==> src/rtl/e203_exu_longp_retq_pkg.sv <==
// Shared e203 definitions for the long-pipe retirement queue: datapath width,
// OITF tag width, regfile index width and exception cause encodings.
package e203_exu_longp_retq_pkg;

    localparam int XLEN         = 32;
    localparam int E203_ITAG_W  = 1;
    localparam int E203_RFIDX_W = 5;

    localparam logic [3:0] CAUSE_INSTR_FAULT = 4'd1;
    localparam logic [3:0] CAUSE_LD_MISALGN  = 4'd4;
    localparam logic [3:0] CAUSE_LD_FAULT    = 4'd5;

    typedef struct packed {
        logic [XLEN-1:0] badaddr;
        logic [XLEN-1:0] pc;
        logic [3:0]      cause;
    } excp_pl_t;

    function automatic logic cause_is_load(input logic [3:0] cause);
        return (cause == CAUSE_LD_FAULT) || (cause == CAUSE_LD_MISALGN);
    endfunction

    function automatic logic cause_is_insterr(input logic [3:0] cause);
        return cause == CAUSE_INSTR_FAULT;
    endfunction

endpackage

==> src/rtl/e203_exu_retq_slot.sv <==
// One-entry valid/ready pipeline register. Only the valid bit is reset; the
// payload is captured on load and is meaningless while valid is low.
module e203_exu_retq_slot #(
    parameter int W = 1
) (
    input  logic         clk,
    input  logic         rst_n,
    input  logic         load,
    input  logic         drain,
    input  logic [W-1:0] din,
    output logic         vld,
    output logic [W-1:0] dout
);

    logic         vld_q;
    logic [W-1:0] dat_q;

    // Valid sets on load (which wins over a same-cycle drain), clears on drain.
    always_ff @(posedge clk or negedge rst_n) begin
        if (!rst_n) vld_q <= 1'b0;
        else        vld_q <= load | (vld_q & ~drain);
    end

    // Payload capture, no reset.
    always_ff @(posedge clk) begin
        if (load) dat_q <= din;
    end

    assign vld  = vld_q;
    assign dout = dat_q;

endmodule

==> src/rtl/e203_exu_longp_retq.sv <==
// Long-pipe retirement queue: picks the LSU or MulDiv result matching the OITF
// head tag, retires it, and stages either a write-back or an exception.
module e203_exu_longp_retq
    import e203_exu_longp_retq_pkg::*;
#(
    parameter int RFIDX_W = E203_RFIDX_W,
    parameter int ITAG_W  = E203_ITAG_W
) (
    input  logic               clk,
    input  logic               rst_n,

    input  logic               lsu_i_valid,
    output logic               lsu_i_ready,
    input  logic [XLEN-1:0]    lsu_i_wdat,
    input  logic [ITAG_W-1:0]  lsu_i_itag,
    input  logic               lsu_i_err,
    input  logic [XLEN-1:0]    lsu_i_badaddr,
    input  logic               lsu_i_buserr,

    input  logic               md_i_valid,
    output logic               md_i_ready,
    input  logic [XLEN-1:0]    md_i_wdat,
    input  logic [ITAG_W-1:0]  md_i_itag,

    input  logic               oitf_empty,
    input  logic [ITAG_W-1:0]  oitf_ret_ptr,
    input  logic [RFIDX_W-1:0] oitf_ret_rdidx,
    input  logic               oitf_ret_rdwen,
    input  logic               oitf_ret_rdfpu,
    input  logic [XLEN-1:0]    oitf_ret_pc,
    output logic               oitf_ret_ena,

    output logic               longp_wbck_o_valid,
    input  logic               longp_wbck_o_ready,
    output logic [XLEN-1:0]    longp_wbck_o_wdat,
    output logic [4:0]         longp_wbck_o_flags,
    output logic [RFIDX_W-1:0] longp_wbck_o_rdidx,
    output logic               longp_wbck_o_rdfpu,

    output logic               longp_excp_o_valid,
    input  logic               longp_excp_o_ready,
    output logic               longp_excp_o_insterr,
    output logic               longp_excp_o_ld,
    output logic [XLEN-1:0]    longp_excp_o_badaddr,
    output logic [XLEN-1:0]    longp_excp_o_pc
);

    localparam int WB_W = XLEN + RFIDX_W + 1;

    logic               lsu_elig, md_elig, sel_lsu, sel_md;
    logic               wb_vld, excp_vld, can_load, accept, sel_err;
    logic               wb_load, excp_load;
    logic [WB_W-1:0]    wb_din, wb_dout;
    excp_pl_t           excp_din, excp_dout;

    // Bus errors are reported as load access faults; the raw flag carries no
    // extra information here.
    logic unused_buserr;
    assign unused_buserr = lsu_i_buserr;

    // In-order eligibility and LSU-first selection.
    always_comb begin
        lsu_elig = lsu_i_valid & ~oitf_empty & (lsu_i_itag == oitf_ret_ptr);
        md_elig  = md_i_valid  & ~oitf_empty & (md_i_itag  == oitf_ret_ptr);
        sel_lsu  = lsu_elig;
        sel_md   = md_elig & ~lsu_elig;
    end

    // Handshake: a slot can take a new entry only if no exception is pending
    // and the write-back slot is empty or draining this cycle. Readies are
    // forced low while reset is held.
    always_comb begin
        can_load    = rst_n & ~excp_vld & (~wb_vld | longp_wbck_o_ready);
        lsu_i_ready = sel_lsu & can_load;
        md_i_ready  = sel_md  & can_load;
        accept      = lsu_i_ready | md_i_ready;
        sel_err     = sel_lsu & lsu_i_err;
        wb_load     = accept & ~sel_err & oitf_ret_rdwen;
        excp_load   = accept & sel_err;
    end

    assign oitf_ret_ena = accept;

    // Payload muxing into the two slots.
    always_comb begin
        wb_din           = {(sel_lsu ? lsu_i_wdat : md_i_wdat), oitf_ret_rdidx, oitf_ret_rdfpu};
        excp_din.badaddr = lsu_i_badaddr;
        excp_din.pc      = oitf_ret_pc;
        excp_din.cause   = CAUSE_LD_FAULT;
    end

    e203_exu_retq_slot #(.W(WB_W)) u_wb_slot (
        .clk   (clk),
        .rst_n (rst_n),
        .load  (wb_load),
        .drain (longp_wbck_o_ready),
        .din   (wb_din),
        .vld   (wb_vld),
        .dout  (wb_dout)
    );

    e203_exu_retq_slot #(.W($bits(excp_pl_t))) u_excp_slot (
        .clk   (clk),
        .rst_n (rst_n),
        .load  (excp_load),
        .drain (longp_excp_o_ready),
        .din   (excp_din),
        .vld   (excp_vld),
        .dout  (excp_dout)
    );

    // Output mapping straight from the slot flops.
    always_comb begin
        longp_wbck_o_valid   = wb_vld;
        {longp_wbck_o_wdat, longp_wbck_o_rdidx, longp_wbck_o_rdfpu} = wb_dout;
        longp_wbck_o_flags   = 5'b0;
        longp_excp_o_valid   = excp_vld;
        longp_excp_o_badaddr = excp_dout.badaddr;
        longp_excp_o_pc      = excp_dout.pc;
        longp_excp_o_ld      = cause_is_load(excp_dout.cause);
        longp_excp_o_insterr = cause_is_insterr(excp_dout.cause);
    end

endmodule

==> config.mk <==
export PLATFORM = sky130hd
export DESIGN_NAME = e203_exu_longp_retq
export DESIGN_NICKNAME = d
export VERILOG_FILES = /design/src/rtl/e203_exu_longp_retq_pkg.sv /design/src/rtl/e203_exu_retq_slot.sv /design/src/rtl/e203_exu_longp_retq.sv
export SDC_FILE = /design/constraint.sdc
export NUM_CORES = 1
export LEC_CHECK = 0
export BUFFER_PORTS_ARGS = -buffer_cell sky130_fd_sc_hd__buf_2
export CORE_MARGIN = 5
export CORE_UTILIZATION = 38
export CTS_CLUSTER_SIZE = 24
export DETAILED_ROUTE_END_ITERATION = 6
export HOLD_SLACK_MARGIN = 0.02
export PLACE_DENSITY = 0.79
export SLEW_MARGIN = 20
export SYNTH_ARGS = -nofsm -noshare
export SYNTH_HDL_FRONTEND = slang
export SYNTH_SLANG_ARGS = --single-unit
==> constraint.sdc <==
create_clock -name clk -period 3 [get_ports clk]
set_input_delay 0.45 -clock clk [delete_from_list [all_inputs] [get_ports clk]]
set_output_delay 0.45 -clock clk [all_outputs]
set_load 0.05 [all_outputs]
# Word-level counts from Yosys, hierarchy flattened
# Cells that the tools add are included.
totals:
  regBits: 104
  elab_cells: 33
  out_inout_bits: 114
  inputBits: 147
classes:
  n_bitwise: 26
  n_eq_ne: 2
  mux: 1
op_table:
  columns: ["cell", "count"]
  rows:
  - ["32-bit 2-to-1 mux", 1]
  - ["1-bit AND", 15]
  - ["1-bit inverter", 7]
  - ["1-bit OR", 4]
  - ["1-bit equality test", 2]

# Logic depth before layout (Yosys ltp)
# Gate-level depths: netlist (run 1).
depth:
  word_depth: 10
  depth_mapped: 4
  depth_no_buf: 4

# Modules after synthesis
# Synthesis (run 1) repeated with hierarchy kept, for this count alone.
unflattened:
  hier_cells: 174
  hier_area_um2: 3937.5
by_module_without_submodules:
  columns: ["module", "seq_area_each_um2", "cells_per_inst", "n_inst", "area_each_um2"]
  rows:
  - ["e203_exu_retq_slot at u_excp_slot", 2067.0, 71, 1, 2078.2]
  - ["e203_exu_retq_slot at u_wb_slot", 1166.1, 41, 1, 1177.4]
  - ["e203_exu_longp_retq", 0.0, 62, 1, 681.9]

# Worst setup path before layout (run 1)
# No wires, ideal clock.
synth_path:
  kind: "input-to-reg"
  from: "input oitf_ret_ptr"
  to: "register u_excp_slot.dat_q[10], in the netlist u_excp_slot.dout[10], enable pin"
  required_time_ns: 2.572
  path_slack_ns: -0.624
  arrival_time_ns: 3.196
  n_path_buf: 0
  setup_ns: 0.428
  cell_stages: 4
  path_cell_list: "xnor2_1 nand3b_2 nor2_1 and2_1"
synth_via:
  word_cells_on_any_way: 11
  cone_classes: "eq/ne: 2; bitwise: 9"
synth_lines:
  columns: ["item", "line", "text"]
  rows:
  - ["from (decl)", "e203_exu_longp_retq.sv:26", "input logic [ITAG_W-1:0] oitf_ret_ptr,"]
  - ["1-bit equality test", "e203_exu_longp_retq.sv:63", "lsu_elig = lsu_i_valid & ~oitf_empty & (lsu_i_itag == oitf_ret_ptr);"]
  - ["1-bit AND", "e203_exu_longp_retq.sv:63", null]
  - ["1-bit AND", "e203_exu_longp_retq.sv:74", "lsu_i_ready = sel_lsu & can_load;"]
  - ["via lsu_i_ready", "e203_exu_longp_retq.sv:13", "output logic lsu_i_ready,"]
  - ["1-bit OR", "e203_exu_longp_retq.sv:76", "accept = lsu_i_ready | md_i_ready;"]
  - ["1-bit AND", "e203_exu_longp_retq.sv:79", "excp_load = accept & sel_err;"]
  - ["via excp_load", "e203_exu_longp_retq.sv:52", "logic wb_load, excp_load;"]
  - ["to (signal assigned)", "e203_exu_retq_slot.sv:26", "if (load) dat_q <= din;"]
  - ["to (decl)", "e203_exu_retq_slot.sv:16", "logic [W-1:0] dat_q;"]
# The timed path passes the listed nets, and every way through them passes these cells.
# A chain may end at the register's enable or synchronous reset.

# Worst setup path in the final report (run 1)
layout_path:
  from: "input oitf_ret_ptr"
  to: "output md_i_ready"
layout_via:
  elab_chain_len: 5
  word_cells_on_any_way: 7
  cone_classes: "eq/ne: 2; bitwise: 5"
layout_lines:
  columns: ["item", "line", "text"]
  rows:
  - ["1-bit equality test", "e203_exu_longp_retq.sv:63", null]
  - ["1-bit AND", "e203_exu_longp_retq.sv:63", null]
  - ["1-bit inverter", "e203_exu_longp_retq.sv:66", "sel_md = md_elig & ~lsu_elig;"]
  - ["1-bit AND (*)", "e203_exu_longp_retq.sv:66", null]
  - ["1-bit AND (*)", "e203_exu_longp_retq.sv:75", "md_i_ready = sel_md & can_load;"]
  - ["to (decl)", "e203_exu_longp_retq.sv:21", "output logic md_i_ready,"]
# Mark *: on every way between the ends. The rest lies on a longest branch, timed or not.

==> impl_metrics.env, run 1 <==
export IMPL_outcome="complete, no violations"
export IMPL_synth_top_area_frac=0.832
export IMPL_combPwrFrac=0.104
export IMPL_worstSetupPathDepth=5
export IMPL_syn_avg_cell_area_um2=22.0
export IMPL_slew_headroom=0.659
export IMPL_syn_to_final_growth_pct=44.5
export IMPL_path_class="in2out"
export IMPL_worst_slew_pin_transition_ns=0.498
export IMPL_core_region_area_um2=9590
export IMPL_slowest_delay_ns=0.52
export IMPL_dieArea_um2=11800
export IMPL_post_cts_setup_buffer_count=0
export IMPL_cp_data_arrival_time_ns=1.70
export IMPL_r2r_start="u_wb_slot.vld"
export IMPL_p_total_mw=2.75
export IMPL_fmax_ghz=0.464
export IMPL_grt_pass1_vias=2543
export IMPL_powerDensity_nw_per_um2=517
export IMPL_clkPwrFrac=0.303
export IMPL_synth_edf_count=102
export IMPL_wl_met2_um=5040
export IMPL_crit_family="compound AO/OA/AOI/OAI gates"
export IMPL_worst_slack_ns=0.846
export IMPL_crit_chain="buf_2 -> xnor2_1 -> a2111oi_0 -> and2_2 -> buf_2"
export IMPL_start_kind="primary input"
export IMPL_tritoncts="built"
export IMPL_wire_per_inst_um=16.5
export IMPL_swShare=0.248
export IMPL_finalSetupViolCount=0
export IMPL_p_seq_frac=0.592
export IMPL_synth_largest_area_cell="edfxtp_1"
export IMPL_die_y_um=108
export IMPL_critPathBufInv=2
export IMPL_final_cells=569
export IMPL_antenna_left=0
export IMPL_synth_flop_cell="edfxtp_1"
export IMPL_hold_start="oitf_ret_pc[1]"
export IMPL_top_layer="met4"
export IMPL_clk_pin_slew_ns=0.11
export IMPL_hold_viol_final=0
export IMPL_place_port_buffers=252
export IMPL_synth_distinct_cells=23
export IMPL_maxCapViolCount=0
export IMPL_skew_ns=0.0150
export IMPL_setup_tns_final_ns=0
export IMPL_ctsResizeCount=0
export IMPL_p_int_mw=2.07
export IMPL_place_hpwl_um=7600
export IMPL_worstPathRequired_ns=2.55
export IMPL_place_worst_setup_slack_ns=0.749
export IMPL_crit_start="oitf_ret_ptr"
export IMPL_routabilityCongestion=0.732
export IMPL_htreeDepth=3
export IMPL_synth_area_um2=3680
export IMPL_cts_buffer_depth=2
export IMPL_clk_latency_ns=0.36
export IMPL_reg2reg_to="u_excp_slot.dout[36]"
export IMPL_worst_setup_path_end_kind="output port"
export IMPL_grt_remaining_overflow=0
export IMPL_drt_pre_antenna_iters=4
export IMPL_rsz0062_at_grt="no"
export IMPL_num_io_pins=261
export IMPL_cts_made_buffers=9
export IMPL_cp_common_cell="buf_2"
export IMPL_seq_area_frac_synth=0.846
export IMPL_met3_length_um=1200
export IMPL_switchingPower_mw=0.680
export IMPL_layout_min_cycle_time_ns=2.15
export IMPL_drtIter0Drc=80
export IMPL_cts_hold_fix_buffers=1
export IMPL_rrSetupSlack_ns=1.38
export IMPL_crit_fanout=2
export IMPL_start_util=0.384
export IMPL_track_usage=0.149
export IMPL_grt_pass1_wl_um=12800
export IMPL_wirelength_met1_um=3020
export IMPL_ir_drop_uv=222
export IMPL_reg2reg_depth=5
export IMPL_drc=0
export IMPL_vias=2446
export IMPL_final_core_util=0.554
export IMPL_synth_warnings=0
export IMPL_wirelength_um=9410
export IMPL_holdCritPathClass="in2reg"
export IMPL_rows=36
export IMPL_synth_async_sr_flop_share=0.0192
export IMPL_grt_max_degree=65
export IMPL_fin_nets=577
export IMPL_ys_ff_latch=104
export IMPL_min_period_over_period=0.718
export IMPL_drive_gt1_frac=0.713
export IMPL_via_per_inst=4.30
export IMPL_endpoint="md_i_ready"
export IMPL_cp_slowest_cell="a2111oi_0"
export IMPL_ctsRootBufferMaster="clkbuf_8"
export IMPL_synth_area_leaders="edfxtp_1, mux2_2, buf_4"
export IMPL_syn_inst=167
export IMPL_clock_sinks=104
export IMPL_power_leakage_nw=2.29
export IMPL_dp_cells=551
export IMPL_maxSlewViolCount=0
export IMPL_die_w_um=108
export IMPL_antenna_found_initial=1
[cell type report]
| class | count | area, µm² |
|---|---|---|
| Tap cell | 133 | 166 |
| Multi-Input combinational cell | 56 | 519 |
| Timing Repair Buffer | 257 | 1310 |
| Fill cell | 807 | 4280 |
| Antenna cell | 1 | 2.50 |
| Clock buffer | 9 | 124 |
| Clock inverter | 7 | 71.3 |
| Inverter | 2 | 7.51 |
| Sequential cell | 104 | 3110 |
[cell usage after synthesis (all sizes together) (2+ instances only)]
master,n
nor2,2
and2,2
inv,2
nand3b,2
dfrtp,2
conb,2
edfxtp,102
buf,10
mux2,32
[power groups by stage]
stage	combinational, mW	clock (mW)	sequential (mW)
after floorplan	0.0955	0	1.73
after global placement	0.279	0	1.66
after detailed placement	0.289	0	1.66
after CTS	0.290	0.867	1.63
after global routing	0.307	0.935	1.63
final	0.287	0.833	1.63
[logic make-up after synthesis]
group	count (synthesis)	share of synthesized area
muxes	32	0.0979
and+or+nand+nor	10	0.0177
buffers and inverters	12	0.0204
other	2	0.00204
DFF	104	0.846
xor gates and xnor gates	2	0.00476
AOI/OAI and AO/OA	5	0.0112
[stage by stage]
step	hold slack [ns]	instance area, µm²
floorplan	0.154	3700
global placement	0.247	5110
detailed placement	0.252	5110
CTS	0.225	5320
global route	0.217	5320
finish	0.251	5320
[state kept, by name, summed over array words and instances (netlist names)]
name / count
u_excp_slot.vld: 1
u_wb_slot.vld: 1
u_wb_slot.dout: 38
u_excp_slot.dout: 64
[how the worst min path moves through the flow]
stage                     cells after the start  slack, ns              endpoint
after floorplan                               0       0.15       u_excp_slot.vld
after global placement                        1       0.25       u_excp_slot.vld
after detailed placement                      1       0.25         u_wb_slot.vld
after CTS                                     1       0.23     u_wb_slot.dout[1]
after global routing                          1       0.22  u_excp_slot.dout[47]
final                                         1       0.25   u_excp_slot.dout[5]
[cell usage in the layout, fill, tap and decap left out, types with 2 or more instances in the layout]
cell | synthesis | layout
and2_2 | 1 | 2
buf_2 | 3 | 252
buf_4 | 7 | 3
clkbuf_8 | 0 | 9
clkinv_4 | 0 | 3
conb_1 | 2 | 7
dfrtp_1 | 2 | 2
edfxtp_1 | 102 | 102
inv_1 | 2 | 2
inv_6 | 0 | 2
mux2_2 | 32 | 32
[routing by layer]
layer / up-vias / GRT usage
met5: - / 0
met2: 147 / 0.277
met1: 1128 / 0.142
met3: 9 / 0.0615
met4: 0 / 0.0703
li1: 1162 / -
(Power assumes the default switching activity.)
==> run 2, diff against run 1 <==
CORE_UTILIZATION = 37   (was 38)
PLACE_DENSITY = 0.8   (was 0.79)
clock period = 1.9 ns   (was 3 ns; I/O delays follow)
==> run 2 against run 1 <==
Against the previous run: largest power group unchanged; utilization shrank 0.13 points; register-to-register slack lost 1.1 ns; critical path type unchanged; highest routed layer unchanged; clock power grew 66%.
==> impl_metrics.env, run 2 (same netlist as run 1, synthesis figures left out) <==
export IMPL_outcome="complete, no violations"
export IMPL_crit_chain="dlygate4sd3_1 -> buf_2 -> nand3b_1 -> nor2_4 -> buf_2"
export IMPL_finalSetupViolCount=0
export IMPL_cp_slowest_cell="dlygate4sd3_1"
export IMPL_cp_common_cell="buf_2"
export IMPL_fin_nets=580
export IMPL_p_total_mw=4.41
export IMPL_drc=0
export IMPL_worst_slack_ns=0.0792
export IMPL_tritoncts="built"
export IMPL_start_util=0.378
export IMPL_maxCapViolCount=0
export IMPL_start_kind="primary input"
export IMPL_grt_max_degree=40
export IMPL_crit_fanout=4
export IMPL_power_leakage_nw=2.32
export IMPL_skew_ns=0.0144
export IMPL_hold_viol_final=0
export IMPL_worstPathRequired_ns=1.62
export IMPL_ctsRootBufferMaster="clkbuf_8"
export IMPL_rows=36
export IMPL_worst_setup_path_end_kind="output port"
export IMPL_drive_gt1_frac=0.719
export IMPL_die_y_um=110
export IMPL_vias=2519
export IMPL_fmax_ghz=0.549
export IMPL_path_class="in2out"
export IMPL_final_cells=571
export IMPL_multi_input_area_um2=529
export IMPL_dp_cells=554
export IMPL_drt_pre_antenna_iters=4
export IMPL_antenna_found_initial=0
export IMPL_largest_register_ff_count=64
export IMPL_htreeDepth=3
export IMPL_place_worst_setup_slack_ns=-0.0178
export IMPL_setup_tns_final_ns=0
export IMPL_dpl_cell_area_um2=5170
export IMPL_final_cell_area_um2=5380
export IMPL_via_per_inst=4.41
export IMPL_grt_pass1_wl_um=13400
export IMPL_ff_latch_area_um2=3120
export IMPL_dieArea_um2=12000
export IMPL_clk_latency_ns=0.36
export IMPL_rsz0062_at_grt="no"
export IMPL_final_fill_count=800
export IMPL_grt_remaining_overflow=0
export IMPL_cts_made_buffers=9
export IMPL_routabilityCongestion=0.785
export IMPL_clock_sinks=104
export IMPL_min_period_over_period=0.958
export IMPL_wirelength_um=9820
export IMPL_reg2reg_depth=5
export IMPL_wire_per_inst_um=17.2
export IMPL_slowest_delay_ns=0.52
export IMPL_num_io_pins=261
export IMPL_layout_min_cycle_time_ns=1.82
export IMPL_mostFrequentLayoutCells="buf_2, edfxtp_1, mux2_2"
export IMPL_track_usage=0.155
export IMPL_die_w_um=110
export IMPL_holdCritPathClass="in2reg"
export IMPL_whs_ns=0.0986
export IMPL_antenna_left=0
export IMPL_syn_to_final_growth_pct=46.2
export IMPL_powerDensity_nw_per_um2=820
export IMPL_place_hpwl_um=8020
export IMPL_place_port_buffers=252
export IMPL_clk_pin_slew_ns=0.10
export IMPL_ctsResizeCount=0
export IMPL_grt_pass1_vias=2719
export IMPL_ir_drop_uv=341
export IMPL_diodes=0
export IMPL_hold_depth=1
export IMPL_core_region_area_um2=9730
export IMPL_final_core_util=0.553
export IMPL_maxSlewViolCount=0
export IMPL_layout_commonest_cell="buf_2"
export IMPL_cts_buffer_depth=2
export IMPL_cp_data_arrival_time_ns=1.54
export IMPL_drtIter0Drc=111
## run 2: layout make-up
type	count	area share
clock buffer	10	0.0237
clock inverter	6	0.0135
inverter	2	0.00140
multi-input combinational	56	0.0984
sequential	104	0.579
tap	133	0.0309
timing repair buffer	260	0.253
## run 2: worst paths after layout
check                                     start                   end  slack (ns)
worst max-delay path                      rst_n           lsu_i_ready        0.08
worst min-delay path            oitf_ret_pc[14]  u_excp_slot.dout[18]         0.1
worst max register to register    u_wb_slot.vld  u_excp_slot.dout[36]        0.29
worst min register to register  u_excp_slot.vld       u_excp_slot.vld        0.55
max in group asynchronous                 rst_n         u_wb_slot.vld        1.52
min in group asynchronous                 rst_n       u_excp_slot.vld        0.26
## run 2: power by group
group	internal (mW)	switching (mW)	total [mW]
Sequential	2.56	0.00852	2.57
Clock	0.629	0.746	1.38
Combinational	0.196	0.272	0.468
Total	3.39	1.03	4.41
## run 2: critical path: cells and delay by family
kind	cells	cell delay [ns]
simple gates	2	0.30
buf+inv	3	0.94
## run 2: routing by layer
metal	track usage	part of all wire	routed length, µm
met1	0.138	0.30	2940
met2	0.295	0.54	5300
met3	0.0617	0.14	1340
met4	0.0801	0.024	235
met5	0	0	0
## run 2: timing repair
item	in CTS	in global routing
hold buffers	1	0
endpoints found under the hold margin	2	0
buffers inserted	0	0
